### config.mk
export PLATFORM = sky130hd
export DESIGN_NAME = edit_seq
export DESIGN_NICKNAME = d
export VERILOG_FILES = /design/src/rtl/edit_seq.sv
export SDC_FILE = /design/constraint.sdc
export NUM_CORES = 1
export LEC_CHECK = 0
export CORE_MARGIN = 4
export CORE_UTILIZATION = 35
export DETAILED_ROUTE_END_ITERATION = 16
export PLACE_DENSITY = 0.58
export SLEW_MARGIN = 0
export SYNTH_ARGS = -nofsm -noshare
export SYNTH_HDL_FRONTEND = slang
export SYNTH_SLANG_ARGS = --single-unit
### constraint.sdc
create_clock -name clk -period 3.45 [get_ports clk]
set_input_delay 0.345 -clock clk [delete_from_list [all_inputs] [get_ports clk]]
set_output_delay 0.345 -clock clk [all_outputs]
set_load 0.03 [all_outputs]
### src/rtl/edit_seq.sv
// edit_seq: clock-setting edit sequencer with field select, blink enables and auto-repeat increment.
// Optional EDIT_SEC_EN macro adds the seconds field; without it only hours and minutes are editable.
module edit_seq #(
  parameter int TIMEOUT  = 250000000,
  parameter int HOLD_DLY = 25000000,
  parameter int REP_PER  = 5000000
) (
  input  logic       clk,
  input  logic       rst,
  input  logic       mode_p,
  input  logic       next_p,
  input  logic       inc_lvl,
  output logic [2:0] blink_on,
  output logic       inc_hour,
  output logic       inc_min,
  output logic       inc_sec,
  output logic       editing
);
  localparam int IW = $clog2(TIMEOUT + 1);
  localparam int HW = $clog2(HOLD_DLY + 1);
  localparam int RW = $clog2(REP_PER + 1);
`ifdef EDIT_SEC_EN
  typedef enum logic [1:0] {IDLE, E_HOUR, E_MIN, E_SEC} state_t;
`else
  typedef enum logic [1:0] {IDLE, E_HOUR, E_MIN} state_t;
`endif
  state_t state, nxt, adv;
  logic [IW-1:0] idle_cnt, idle_d;
  logic [HW-1:0] hold, hold_d;
  logic [RW-1:0] rep, rep_d;
  logic [2:0] fld, fld_d, inc_q;
  logic prev, act, act_d, edit, tmo, chg, start, keep, sat, fire;

  function automatic logic [2:0] field(state_t s);
`ifdef EDIT_SEC_EN
    return {s == E_HOUR, s == E_MIN, s == E_SEC};
`else
    return {s == E_HOUR, s == E_MIN, 1'b0};
`endif
  endfunction

  always_comb begin
    edit = state != IDLE;
    tmo = edit && idle_cnt == IW'(TIMEOUT - 1);
`ifdef EDIT_SEC_EN
    adv = state == E_HOUR ? E_MIN : state == E_MIN ? E_SEC : E_HOUR;
`else
    adv = state == E_HOUR ? E_MIN : E_HOUR;
`endif
    nxt = mode_p ? (edit ? IDLE : E_HOUR) : tmo ? IDLE : (next_p && edit) ? adv : state;
    chg = nxt != state;
    // prev always tracks the last sampled level, so a press held across a field change never looks like an edge
    start = edit && !chg && inc_lvl && !prev;
    keep = act && !chg && inc_lvl;
    sat = hold == HW'(HOLD_DLY);
    fire = start || (keep && sat && rep == '0);
    hold_d = start ? HW'(1) : keep ? (sat ? hold : hold + HW'(1)) : '0;
    rep_d = (keep && sat) ? (rep == '0 ? RW'(REP_PER - 1) : rep - RW'(1)) : '0;
    act_d = start || keep;
    idle_d = (nxt == IDLE || mode_p || next_p || inc_lvl) ? '0 : idle_cnt + IW'(1);
    fld = field(state);
    fld_d = field(nxt);
  end

  always_ff @(posedge clk or posedge rst) begin
    if (rst) begin
      state <= IDLE;
      idle_cnt <= '0;
      hold <= '0;
      rep <= '0;
      act <= 1'b0;
      prev <= 1'b1;
      inc_q <= '0;
      blink_on <= '0;
      editing <= 1'b0;
    end else begin
      state <= nxt;
      idle_cnt <= idle_d;
      hold <= hold_d;
      rep <= rep_d;
      act <= act_d;
      prev <= inc_lvl;
      inc_q <= fire ? fld : 3'b000;
      blink_on <= fld_d;
      editing <= nxt != IDLE;
    end
  end

  assign {inc_hour, inc_min, inc_sec} = inc_q;
endmodule

### Word-level counts from Yosys, hierarchy flattened

Cells that the tools add are included.
Widths: inputs -> output; s select.

| storage, ports and cells | value |
|---|---|
| bits in registers | 86 |
| input port bits | 5 |
| output and inout bits | 7 |
| word-level logic and storage cells | 52 |

| operators by class | value |
|---|---|
| add/sub/neg operators | 3 |
| eq/ne operators | 8 |
| mux-type cells | 12 |
| reduce and logical (&&, ||, !) cells | 20 |

Operators with widths:

| kind | number |
|---|---|
| $mux 25 | 3 |
| $mux 23 | 2 |
| $add 28x1->28 const B | 1 |
| $eq 28x28->1 const B | 1 |
| $mux 28 | 1 |
| $add 25x1->25 const B | 1 |
| $eq 25x25->1 const B | 1 |
| $logic_not 23->1 | 1 |
| $sub 23x1->23 const B | 1 |
| $logic_and 1x1->1 | 9 |
| $mux 2 | 4 |
| $logic_or 1x1->1 | 5 |
| $eq 2x1->1 const B | 2 |
| $eq 2x2->1 const B | 2 |
| $reduce_bool 2->1 | 2 |
| $mux 3 | 1 |
| $ne 3x3->1 const B | 1 |
| $logic_not 1->1 | 2 |
| $logic_not 2->1 | 1 |
| $ne 2x2->1 | 1 |
| $mux 1 | 1 |

### Logic depth before layout (Yosys ltp)

Gate-level depths: netlist of run 1.

| depth | value |
|---|---|
| word-level depth | 13 |
| depth in mapped cells | 8 |
| depth with buffers taken out | 7 |

### Least setup slack after synthesis of run 1

OpenSTA, ideal clock, no wires.

| timing | value |
|---|---|
| path kind | flip-flop to flip-flop |
| start point | reg idle_cnt[0] |
| end point | reg rep[14] |
| library setup time | 0.132 ns |
| arrival time | 2.235 ns |
| required time | 3.318 ns |
| slack | 1.083 ns |
| cell stages (with the launch flop) | 9 |
| path buffers | 2 |
| clock period less this slack | 2.367 ns |
| path through | dfrtp_1 ha_1 nand3_1 or4_1 o21ba_1 clkbuf_1 o211ai_2 clkbuf_1 nor2_1 |

| between the ends | value |
|---|---|
| longest elaborated chain between the ends | 10 |

RTL lines:

| what | RTL line | text |
|---|---|---|
| start, declared | 28 | `logic [IW-1:0] idle_cnt, idle_d;` |
| start signal, assigned | 78 | `idle_cnt <= idle_d;` |
| $eq 28x28->1 | 44 | `tmo = edit && idle_cnt == IW'(TIMEOUT - 1);` |
| $logic_and 1x1->1 | 44 |  |
| $mux 2 (2 in series) | 50 | `nxt = mode_p ? (edit ? IDLE : E_HOUR) : tmo ? IDLE : (next_p && edit) ? adv : state;` |
| $ne 2x2->1 | 51 | `chg = nxt != state;` |
| $logic_not 1->1 | 54 | `keep = act && !chg && inc_lvl;` |
| $logic_and 1x1->1 (2 in series) | 54 |  |
| $logic_and 1x1->1 | 58 | `rep_d = (keep && sat) ? (rep == '0 ? RW'(REP_PER - 1) : rep - RW'(1)) : '0;` |
| $mux 23 | 58 |  |
| via rep_d[14] | 30 | `logic [RW-1:0] rep, rep_d;` |
| end signal, assigned | 80 | `rep <= rep_d;` |
| end, declared | 30 |  |

The timed path passes the listed nets, and every way through them passes these cells.
A chain may end at the register's enable or synchronous reset.

### Worst setup path after layout of run 1

| timing | value |
|---|---|
| start point | reg idle_cnt[0] |
| end point | reg rep[13] |

The elaborated chain is that of the path after synthesis.

==> metrics, run 1 <==
CP max stage cell o211ai_2; Setup crit end rep[13]$_DFF_PP0_; Port Buf Inserts 9; starting DRC count in detailed routing approximately 180; cell area after synthesis between 0.004 and 0.005 mm²; Syn Area/Cell ~9.6 µm²; hold_buf cts 0; peak fanout along the critical path 18; Detail Placement HPWL 5673 µm; clock network power share ~47%; TritonCTS clock tree done; DP Cell Count between 500 and 600; Worst slew margin between 40 and 50%; Setup WS pre-CTS 0.8340 ns; Setup crit start idle_cnt[0]$_DFF_PP0_; Mapped Cells ~450; Buf+Inv Stages, Crit Path 0; clk sinks 85; clock-pin slew on the worst setup and hold paths about 0.07 ns; Overflow after GRT 0; drt first pass iters 6; Yosys Warn Count 0; Final Hold Viols 0; drt wl/cell between 10 and 15 µm; Max-Cap Viols 0; Slew @ Worst Pin 0.8253 ns; Top Ports 12; PD cells around 430 mW/mm²; die height 118.7 µm; min Tclk post-route 2.623 ns; final wirelength 8389 µm; R2R setup slack roughly 0.83 ns; diode count 0; maximum clock frequency about 380 MHz; #FFs+latches synth 85; postcts setup bufs 0; Finished Layout Cells approximately 610; # nets final 465; first-pass GRT wire length between 10,000 and 15,000 µm; DRT antenna net count 0; total core area about 0.012 mm²; H-tree levels 3; initial antenna violation count 1; number of global-route vias before repair slightly above 3,000; CTS resizes 0; clock buffer depth 2; Net Switching around 0.47 mW; Final Worst Setup Slack 0.8268 ns; sequential power share between 40% and 50%; Rows 40; worst r2r src idle_cnt[0]$_DFF_PP0_; R2R depth 6; Num CTS Buffers 9; Crit path max-delay family compound AO/OA/AOI/OAI gates; arrival time worst endpoint 2.81 ns; ratio of cells with drive above 1 in the final layout approximately 6.5%; Setup CP Type reg -> reg; Layout fillers around 1,200; Root Buffer clkbuf_16; Initial Util about 36%; largest area contributor in the netlist dfrtp_1; ranking of synthesized cells by area dfrtp_1 (49%), xnor2_1 (9.8%), nor2_1 (7.9%); Layout Skew between 0.01 and 0.015 ns; die area ~0.014 mm²; CP Capture Type register; synth-to-layout area growth 12.99%; LEAKAGE 2.016 nW; Vias/cell approximately 5.1; instance count on the critical path 6; switching part of the total power 22.48%; pin count of the biggest net entering global routing 52; worst skew pair latency 0.34 ns; RePlAce Congestion 0.8322; DRC Markers 0; setup_tns 0 ns; worst-path cell chain ha_1 > nand3_1 > or4_1 > o21ba_1 > o211ai_2 > nor3_1; r2r endpoint rep[13]$_DFF_PP0_; VDD IR-drop max between 150 and 200 µV; Yosys cell types 47; CP max stage delay 0.69 ns; unrepaired setup endpoints after global routing no; die width 118.7 µm; Setup Viol. Count Final 0; status complete, no violations; logic gate share of total power under 10%; Tcrit/Tclk final 76.04%; critical path data required time about 3.6 ns; Worst Hold Class in -> async; Int Pwr approximately 1.6 mW; crit path launch type register; GRT Resource Usage Total between 10% and 20%; Slew Limit Fails 0; DR vias between 3,000 and 4,000; Yosys top cell area share between 40 and 50%; part of the Yosys area used for sequential elements about half
how the worst min path moves through the flow:
| stage | to | slack [ns] | cells after the start |
|---|---|---|---|
| after CTS | idle_cnt[16]$_DFF_PP0_ | 0.42 | 2 |
| after global routing | idle_cnt[16]$_DFF_PP0_ | 0.47 | 2 |
| final | idle_cnt[15]$_DFF_PP0_ | 0.40 | 2 |
| after detailed placement | idle_cnt[0]$_DFF_PP0_ | 0.52 | 1 |
| after global placement | idle_cnt[0]$_DFF_PP0_ | 0.49 | 1 |
| after floorplan | prev$_DFF_PP1_ | 0.35 | 0 |
flip-flops by register name (all words and copies together), names as in the netlist:
register  flops
act           1
blink_on      2
editing       1
hold         25
idle_cnt     28
inc_q         2
prev          1
rep          23
state         2
metrics by stage:
step,area [µm²],util (%),hold slack [ns],power [mW]
CTS,4843,40.32,0.4211,2.114
finish,4843,40.32,0.3956,2.088
detailed placement,4544,37.83,0.5164,1.137
global route,4843,40.32,0.4685,2.174
global placement,4544,37.83,0.4886,1.136
floorplan,4290,-,0.3495,1.100
synth_stat cells, drive strengths merged:
cell / n
nor2: 90
dfrtp: 84
xnor2: 48
nor3: 31
nand2: 22
nand3: 21
xor2: 19
inv: 14
nand4: 14
or4: 11
a21oi: 8
clkbuf: 8
nor4: 8
and3: 6
and4: 6
buf: 6
o21ai: 6
ha: 4
nand2b: 4
a31oi: 3
nor2b: 3
nor3b: 3
nor4b: 3
nor4bb: 3
mux2i: 2
o211ai: 2
o31ai: 2
or3: 2
a21boi: 1
a21o: 1
and2: 1
and4bb: 1
conb: 1
dfstp: 1
nand3b: 1
o2111ai: 1
o211a: 1
o21ba: 1
o21bai: 1
or3b: 1
per-layer routing:
layer	share of wire (%)	global-route usage [%]	vias to the layer above	wire length, µm
met5	0.14	0	-	12
met4	2.6	6.662	2	217
met3	2.7	2.632	16	229
met2	46	20.50	29	3884
met1	48	16.72	1492	4045
li1	-	-	1554	-
power by group through the flow:
stage,Clock (mW),Combinational (mW),Sequential [mW]
after floorplan,0,0.0548,1.05
after global placement,0,0.101,1.04
after detailed placement,0,0.102,1.04
after CTS,0.995,0.102,1.02
after global routing,1.04,0.112,1.02
final,0.972,0.0991,1.02
logic make-up (layout without fill, tap and decap cells):
kind of cell             after synthesis  after routing  synth area share (%)
adder cells (fa/ha/maj)                4              4                 1.168
AO/OA/AOI/OAI                         27             27                 4.232
AND/OR/NAND/NOR                      231            231                 27.85
buffers and inverters                 28             42                 2.860
multiplexers                           2              2                0.4670
flip-flops                            85             85                 49.65
other                                  1              2               0.08748
XOR/XNOR                              67             67                 13.69
placed cells by master, fill, tap and decap left out, drive strengths merged, types with 6 or more instances in the layout:
cell type,count
clkdlybuf4s50,9
nand2,22
and3,6
inv,14
clkbuf,10
and4,6
nor2,90
nand4,14
nor3,31
nand3,21
o21ai,6
dfrtp,84
a21oi,8
nor4,8
or4,11
xor2,19
xnor2,48
final cells by class:
type / count / area (µm²) / share of cell area, %
inverter: 14 / 53.80 / 1.111
clock inverter: 5 / 60.06 / 1.240
sequential: 85 / 2128 / 43.94
tap: 147 / 183.9 / 3.797
clock buffer: 10 / 239.0 / 4.934
multi-input combinational: 333 / 2046 / 42.24
timing repair buffer: 13 / 132.6 / 2.738
Note: power is estimated with default switching activity, not from simulation.
==> run 2: changes to the inputs <==
PLACE_DENSITY = 0.6   (was 0.58)
clock period = 2.15 ns   (was 3.45 ns; I/O delays follow)
==> metrics, run 2 (synthesis gave the netlist of run 1 again) <==
critical path data required time 2.41 ns (-1.22 ns); die width 118.7 µm (unchanged); Worst Hold Class in -> async; Overflow after GRT 0 (unchanged); die height 118.7 µm (unchanged); unrepaired setup endpoints after global routing yes; CP dominant cell by count or4_4; Setup Viol. Count Final 11 (+11); Biggest register idle_cnt; Layout Skew 0.004562 ns (-0.006767 ns); Final Worst Setup Slack -0.07179 ns (-0.8986 ns); status finished, violations left; Max-Cap Viols 0 (unchanged); Setup WS pre-CTS -0.1209 ns (-0.9549 ns); TritonCTS clock tree done; Tcrit/Tclk final 103.3% (+27 points); die area 0.01408 mm² (unchanged); Vias/cell 5.015 (-1.6%); most common cell after layout, fill and taps aside nor2_1; RePlAce Congestion 0.8287 (-0.42%); design area 0.005378 mm² (+11%); Initial Util 35.69% (unchanged); starting DRC count in detailed routing 205 (+15%); min Tclk post-route 2.222 ns (-0.4014 ns); Detail Placement HPWL 5962 µm (+5.1%); peak fanout along the critical path 4 (-14); LEAKAGE 2.304 nW (+14%); DP Cell Count 638 (+7.8%); DRC Markers 0 (unchanged); Slew Limit Fails 0 (unchanged); VDD IR-drop max 350.6 µV (+76%); worst-path cell chain or4_4 > or4_4 > or3_2 > a21oi_1; Root Buffer clkbuf_16; failing checks negative setup slack; Finished Layout Cells 656 (+8.1%); initial antenna violation count 0 (-1); Top Ports 12 (unchanged); PD cells 650.2 mW/mm² (+51%); hold_buf cts 0 (unchanged); clock buffer depth 2 (unchanged); clk sinks 85 (unchanged); crit path launch type register; total core area 0.01201 mm² (unchanged); Rows 40 (unchanged); most frequent cells in the layout nor2_1 (90), dfrtp_1 (84), xnor2_1 (48); drt first pass iters 4 (-2); CP Capture Type register; DRT antenna net count 0 (unchanged); number of flip-flops in the largest register 28 (unchanged); ratio of cells with drive above 1 in the final layout 18.86% (+12 points); arrival time worst endpoint 2.48 ns (-0.33 ns); Post-DP Area 0.004960 mm² (+9.1%); synth-to-layout area growth 25.45%; diode count 0 (unchanged); Port Buf Inserts 9 (unchanged); CP max stage cell or4_4; # nets final 513 (+10%); CP max stage delay 0.57 ns (-0.12 ns); Final Hold Viols 0 (unchanged); final wirelength 8883 µm (+5.9%); pin count of the biggest net entering global routing 86 (+65%); worst skew pair latency 0.34 ns (about the same); number of global-route vias before repair 3,408 (+12%); drt wl/cell 13.54 µm (-2.0%); first-pass GRT wire length 16,010 µm (+8.0%); Setup CP Type reg -> reg; clock-pin slew on the worst setup and hold paths 0.06 ns (about the same); DR vias 3,290 (+6.4%); maximum clock frequency 450.1 MHz (+18%); biggest regs idle_cnt: 28 flops, hold: 25 flops, rep: 23 flops; Pwr Total 3.497 mW (+67%); Num CTS Buffers 9 (unchanged); H-tree levels 3 (unchanged); GRT Resource Usage Total 13.66% (+0.73 points)
## run 2: cell types whose count changed in the layout (fill, tap and decap cells not counted), moves of 2 or more
cell / previous run / this run
nor4_1: 7 / 5
or4_4: 2 / 6
buf_12: 1 / 4
a21oi_1: 8 / 5
or4_1: 9 / 5
nor4_2: 0 / 2
buf_4: 3 / 46
a21oi_2: 0 / 3
## run 2: cell type report
class | instances | area, µm²
Fill cell | 1125 | 6634
Inverter | 14 | 56.30
Tap cell | 147 | 183.9
Clock inverter | 5 | 81.33
Sequential cell | 85 | 2128
Clock buffer | 11 | 242.7
Timing Repair Buffer | 60 | 526.8
Multi-Input combinational cell | 334 | 2158
## run 2: path summary, 6_finish.rpt
| path | start | endpoint | slack, ns | depth (start not counted) |
|---|---|---|---|---|
| setup / recovery | rep[13]$_DFF_PP0_ | rep[9]$_DFF_PP0_ | -0.07 | 4 |
| hold / removal | rst | idle_cnt[3]$_DFF_PP0_ | 0.32 | 3 |
| setup reg to reg | rep[13]$_DFF_PP0_ | rep[9]$_DFF_PP0_ | -0.07 | 4 |
| hold reg to reg | idle_cnt[27]$_DFF_PP0_ | idle_cnt[27]$_DFF_PP0_ | 0.55 | 2 |
| max in group asynchronous | rst | prev$_DFF_PP1_ | 1.41 | 3 |
| min in group clk | inc_lvl | prev$_DFF_PP1_ | 0.39 | 1 |
## run 2: what timing repair did
item,in CTS,in global routing
setup buffers,1,2
resized for setup,2,17
cloned,0,1
endpoints found under the setup margin,15,32
pin swaps,3,4
## run 2: power breakdown
part / total [mW] / internal, mW / switching, mW / leakage (nW)
clock network: 1.68 / 1.05 / 0.629 / 0.156
logic: 0.186 / 0.0662 / 0.120 / 0.970
registers: 1.63 / 1.62 / 0.0122 / 1.18
total: 3.50 / 2.74 / 0.761 / 2.30
## run 2: stage by stage
| step | setup TNS, ns | util [%] | hold slack (ns) |
|---|---|---|---|
| finish | -0.5005 | 44.77 | 0.3170 |
| global route | -1.230 | 44.77 | 0.4027 |
| CTS | -0.8026 | 44.14 | 0.3754 |
| detailed placement | -1.202 | 41.29 | 0.5476 |
| global placement | -0.8329 | 41.29 | 0.5300 |
| floorplan | -0.6085 | - | 0.2195 |
## run 2: worst max-delay path, delay by kind of cell (launching register included)
kind	cells	cell delay [ns]
and+or+nand+nor	3	1.59
AOI/OAI and AO/OA	1	0.17
DFF	1	0.38
## run 2: metal layers
layer | global-route usage, % | wire length (µm) | vias up
li1 | - | - | 1649
met1 | 17.87 | 4215 | 1592
met2 | 22.52 | 4339 | 42
met3 | 3.301 | 238 | 7
met4 | 3.910 | 89 | 0
met5 | 0 | 0 | -
